File: config.mk
export PLATFORM = sky130hd
export DESIGN_NAME = conv_ctrl
export DESIGN_NICKNAME = d
export VERILOG_FILES = /design/src/rtl/conv_ctrl.sv
export SDC_FILE = /design/constraint.sdc
export NUM_CORES = 1
export LEC_CHECK = 0
export ABC_AREA = 1
export CAP_MARGIN = 20
export CORE_AREA = 3 3 68 70
export CTS_CLUSTER_DIAMETER = 200
export DETAILED_ROUTE_END_ITERATION = 10
export DIE_AREA = 0 0 71 73
export PLACE_DENSITY_LB_ADDON = 0.05
export SETUP_SLACK_MARGIN = 0.15
export SKIP_CTS_REPAIR_TIMING = 1
export SLEW_MARGIN = 5
export SYNTH_ARGS = -nofsm -noshare
export SYNTH_HDL_FRONTEND = slang
export SYNTH_SLANG_ARGS = --single-unit
File: constraint.sdc
create_clock -name clk -period 2.55 [get_ports clk]
set_clock_uncertainty 0.1 [all_clocks]
set_input_delay 0.3825 -clock clk [delete_from_list [all_inputs] [get_ports clk]]
set_output_delay 0.3825 -clock clk [all_outputs]
set_load 0.005 [all_outputs]
File: src/rtl/conv_ctrl.sv
// Control FSM for a 1-D convolution engine: loads x/f memories, sequences MAC
// addresses per output, and presents each finished accumulator value downstream.
module conv_ctrl #(
  parameter int N = 128,
  parameter int M = 32,
  localparam int AX = $clog2(N),
  localparam int AF = $clog2(M)
) (
  input  logic          clk,
  input  logic          reset,
  input  logic          s_valid_x,
  output logic          s_ready_x,
  input  logic          s_valid_f,
  output logic          s_ready_f,
  output logic          m_valid_y,
  input  logic          m_ready_y,
  output logic          wr_en_x,
  output logic [AX-1:0] addr_x,
  output logic          wr_en_f,
  output logic [AF-1:0] addr_f,
  output logic          en_acc,
  output logic          clear_acc,
  output logic          frame_done,
  output logic [1:0]    dbg_state
);

  // Handshakes: a transfer happens on a rising edge where valid and ready are
  // both high; ready never depends on valid, and valid/data are held by the
  // source until the transfer completes.

  typedef enum logic [1:0] {
    S_LOAD    = 2'd0,
    S_COMPUTE = 2'd1,
    S_DRAIN   = 2'd2,
    S_OUTPUT  = 2'd3
  } state_t;

  localparam logic [AX:0]   X_FULL = (AX+1)'(N);
  localparam logic [AF:0]   F_FULL = (AF+1)'(M);
  localparam logic [AF-1:0] M_LAST = AF'(M-1);
  localparam logic [AX-1:0] N_LAST = AX'(N-M);

  state_t        state_q, state_d;
  logic [AX:0]   x_cnt_q, x_cnt_d;
  logic [AF:0]   f_cnt_q, f_cnt_d;
  logic [AF-1:0] m_cnt_q, m_cnt_d;
  logic [AX-1:0] n_cnt_q, n_cnt_d;
  logic          en_acc_q, clear_acc_q;

  always_ff @(posedge clk or posedge reset) begin
    if (reset) begin
      state_q     <= S_LOAD;
      x_cnt_q     <= '0;
      f_cnt_q     <= '0;
      m_cnt_q     <= '0;
      n_cnt_q     <= '0;
      en_acc_q    <= 1'b0;
      clear_acc_q <= 1'b0;
    end else begin
      state_q     <= state_d;
      x_cnt_q     <= x_cnt_d;
      f_cnt_q     <= f_cnt_d;
      m_cnt_q     <= m_cnt_d;
      n_cnt_q     <= n_cnt_d;
      // Registered one cycle behind the address so the MAC sees read data.
      en_acc_q    <= (state_q == S_COMPUTE);
      clear_acc_q <= (state_q == S_COMPUTE) && (m_cnt_q == '0);
    end
  end

  always_comb begin
    state_d    = state_q;
    x_cnt_d    = x_cnt_q;
    f_cnt_d    = f_cnt_q;
    m_cnt_d    = m_cnt_q;
    n_cnt_d    = n_cnt_q;
    s_ready_x  = 1'b0;
    s_ready_f  = 1'b0;
    wr_en_x    = 1'b0;
    wr_en_f    = 1'b0;
    m_valid_y  = 1'b0;
    frame_done = 1'b0;
    addr_x     = n_cnt_q + AX'(m_cnt_q);
    addr_f     = m_cnt_q;

    case (state_q)
      S_LOAD: begin
        s_ready_x = (x_cnt_q < X_FULL);
        s_ready_f = (f_cnt_q < F_FULL);
        wr_en_x   = s_valid_x & s_ready_x;
        wr_en_f   = s_valid_f & s_ready_f;
        addr_x    = x_cnt_q[AX-1:0];
        addr_f    = f_cnt_q[AF-1:0];
        if (wr_en_x) x_cnt_d = x_cnt_q + 1'b1;
        if (wr_en_f) f_cnt_d = f_cnt_q + 1'b1;
        // Uses next-state counts so simultaneous final x and f still advance.
        if ((x_cnt_d == X_FULL) && (f_cnt_d == F_FULL)) state_d = S_COMPUTE;
      end
      S_COMPUTE: begin
        if (m_cnt_q == M_LAST) begin
          m_cnt_d = '0;
          state_d = S_DRAIN;
        end else begin
          m_cnt_d = m_cnt_q + 1'b1;
        end
      end
      S_DRAIN: begin
        state_d = S_OUTPUT;
      end
      S_OUTPUT: begin
        m_valid_y = 1'b1;
        if (m_ready_y) begin
          if (n_cnt_q < N_LAST) begin
            n_cnt_d = n_cnt_q + 1'b1;
            state_d = S_COMPUTE;
          end else begin
            frame_done = 1'b1;
            x_cnt_d    = '0;
            f_cnt_d    = '0;
            n_cnt_d    = '0;
            state_d    = S_LOAD;
          end
        end
      end
      default: state_d = S_LOAD;
    endcase
  end

  assign en_acc    = en_acc_q;
  assign clear_acc = clear_acc_q;
  assign dbg_state = state_q;

endmodule

==> run metrics <==
outcome finished clean; initial core utilization 0.504; top library cells by usage in the layout, fill and taps aside sky130_fd_sc_hd__nand2_1 (68), sky130_fd_sc_hd__inv_1 (36), sky130_fd_sc_hd__dfrtp_1 (30), sky130_fd_sc_hd__nand3_1 (22), sky130_fd_sc_hd__nor2_1 (21); Num CTS Buffers 5; worst reg-to-reg setup slack 0.42 ns; number of ports placed on the die boundary 27; maximum cell stage delay along the critical path 0.52 ns; Post-Synthesis Net Count 306; router iterations before antenna repair 4; TritonCTS clock tree done; Sequential Power Share 0.312; number of setup violations in the final report 0; post-synthesis mux area share 0; critical path's top delay family adder cells; met3 capacity usage during global routing 0.0441; most common cell after layout, fill and taps aside sky130_fd_sc_hd__nand2_1; count of unique library cells instantiated by Yosys 24; Yosys warnings 0; kind of launch point of the worst setup path flop; DR vias 2040; Crit Path Class flop to output pin; leftover overflow at the end of global routing 0; drt first-iter violations 136; compound-gate portion of the synthesized area 0.137; Slew headroom 0.708; end of the worst register-to-register path dbg_state[1]; clock transition time at the flip-flop clock pins of the worst setup and hold paths 0.06 ns; Req. time, crit path 2.07 ns; Worst Max-Slew Pin Slew 0.437 ns; detailed-route DRC error count 0; overall power of the completed layout 2.39 mW; GR met2 Demand/Resource 0.358; Reg2Reg Depth 17; cell count after synthesis 286; post-DR vias/cell 5.33; sinks on the clock net 30; maximum number of pins on one net before global-route repair 31; register bit count reported by yosys 30; number of rows in the core area 23; buffers added on ports 26; total standard cell area after synthesis 0.00203 mm^2; H-tree level count 2; Hold Slack 0.389 ns; sequential fraction of the synthesis area 0.370; post-synthesis xor/xnor area fraction 0.00863; accumulated negative setup slack 0 ns; share of post-route cells with drive strength above 1 0.198; cells traversed along the worst timing path ha_2, inv_2, fa_2, o21ai_1, clkdlybuf4s50_1; RSZ-0062 raised after global routing true; die area 0.00518 mm^2; minimum clock period after layout 2.50 ns; Die H 73 um; arrival time reported for the critical path endpoint 2.01 ns; Fin. Hold Viols 0; nets 354; achievable frequency 401 MHz; Slew Viols, Final 0; routability cong. 0.906; initial antenna violation count 0; most congested layer reported by global routing met2; Max Fanout on Critical Path 2; clk_lat worst skew 0.28 ns; core area 0.00403 mm^2; die outline width 71 um; all-layer global routing usage 0.219; mean instance size in the synthesized netlist 7.10 um^2; average wire per standard cell 13.8 um; root cell of the clock tree sky130_fd_sc_hd__clkbuf_8; Switching Fraction 0.416; power spent charging and discharging nets 996 uW; share of synthesized cell area in and, or, nand and nor gates 0.301; number of fillers in the final layout 365; routed wire length 5.29 mm; share of the clock period used by the worst path after layout 0.979; met1 track demand over resource in global routing 0.294; wire length of the first global-routing pass 8.97 mm; Logic pwr share 0.529; DP HPWL 3.87 mm; total buffers and inverters traversed by the critical path 2; area added between synthesis and finish 30.9%; dominant combinational cell family by area after synthesis simple AND/OR/NAND/NOR gates; Post-Place Cells 375; DRT antenna net count 0; final antenna diode count 0; number of global-route vias before repair 2026; clock share of power 0.159; power density cells 900 mW/mm^2; reported max-cap violation count 0; maximum vdd drop 0.513 mV; critical path capture point type output pin; clock buffer depth 2; worst min-delay path category input port to asynchronous set/reset pin; total leakage power 1.35 nW; worst reg2reg path startpoint m_cnt_q[0]; critical-path cell with the highest stage delay sky130_fd_sc_hd__clkdlybuf4s50_1; internal power 1.40 mW; Cell Count, Final, Fillers Out 383; fraction of the mapped netlist area in adder cells 0.0961
## flip-flops by register name, summed over array words and instances (netlist names)
name	flops
n_cnt_q	7
f_cnt_q	6
x_cnt_q	8
clear_acc	1
dbg_state	2
en_acc	1
m_cnt_q	5
## power by group through the flow
stage | clock network, mW | logic [mW] | registers, mW
finish | 0.381 | 1.27 | 0.746
global placement | 0 | 1.23 | 0.752
global route | 0.404 | 1.46 | 0.766
detailed placement | 0 | 1.25 | 0.751
floorplan | 0 | 0.719 | 0.720
CTS | 0.388 | 1.26 | 0.744
## cell type report
class | count | area [um^2] | share of cell area
clock buffer | 6 | 82.6 | 0.0311
multi-input combinational | 209 | 1190 | 0.448
timing repair buffer | 44 | 407 | 0.153
sequential | 30 | 751 | 0.282
tap | 50 | 62.6 | 0.0235
inverter | 44 | 165 | 0.0621
## tightest hold or removal path, delay by kind of cell
kind | cells | cell delay, ns
buffers and inverters | 3 | 0.81
## metrics by stage
step | worst slack (ns) | utilization | area, um^2
3_5_place_dp | -0.0941 | 0.611 | 2460
6_report | 0.0535 | 0.660 | 2660
2_1_floorplan | 0.453 | - | 2030
4_1_cts | -0.399 | 0.631 | 2540
3_3_place_gp | -0.0589 | 0.611 | 2460
5_1_grt | -0.0302 | 0.660 | 2660
## metal layers
| metal | wire (um) | part of all wire |
|---|---|---|
| met1 | 2430 | 0.46 |
| met2 | 2500 | 0.47 |
| met3 | 296 | 0.056 |
| met4 | 65 | 0.012 |
| met5 | 0 | 0 |
## worst max-delay path by stage
stage,from,end,slack [ns],cells past startpoint
finish,m_cnt_q[0],addr_x[1],0.05,5
global route,n_cnt_q[0],addr_x[6],-0.03,11
CTS,n_cnt_q[0],addr_x[6],-0.40,11
detailed placement,m_cnt_q[0],addr_x[6],-0.09,11
global placement,m_cnt_q[0],addr_x[6],-0.06,11
floorplan,m_cnt_q[0],addr_x[6],0.45,10
## synth_stat cells, drive strengths merged
cell | count | share of area
nor3b | 1 | 0.0037
nand4 | 2 | 0.0062
fa | 1 | 0.0099
nor2 | 27 | 0.056
ha | 14 | 0.086
o22ai | 8 | 0.025
nand3 | 27 | 0.071
nand2 | 76 | 0.14
inv | 44 | 0.081
clkbuf | 2 | 0.0037
nor4 | 1 | 0.0062
dfrtp | 30 | 0.37
xor2 | 2 | 0.0086
o211ai | 1 | 0.0037
or2 | 2 | 0.0062
buf | 1 | 0.0025
a21oi | 15 | 0.037
o21ai | 29 | 0.071
nor3 | 3 | 0.0074
## cell families after synthesis
kind of cell,Yosys count
buffers and inverters,47
AO/OA/AOI/OAI,53
flip-flops,30
AND/OR/NAND/NOR,139
XOR/XNOR,2
adder cells (fa/ha/maj),15
No activity file was read; power rests on OpenSTA's default activity.
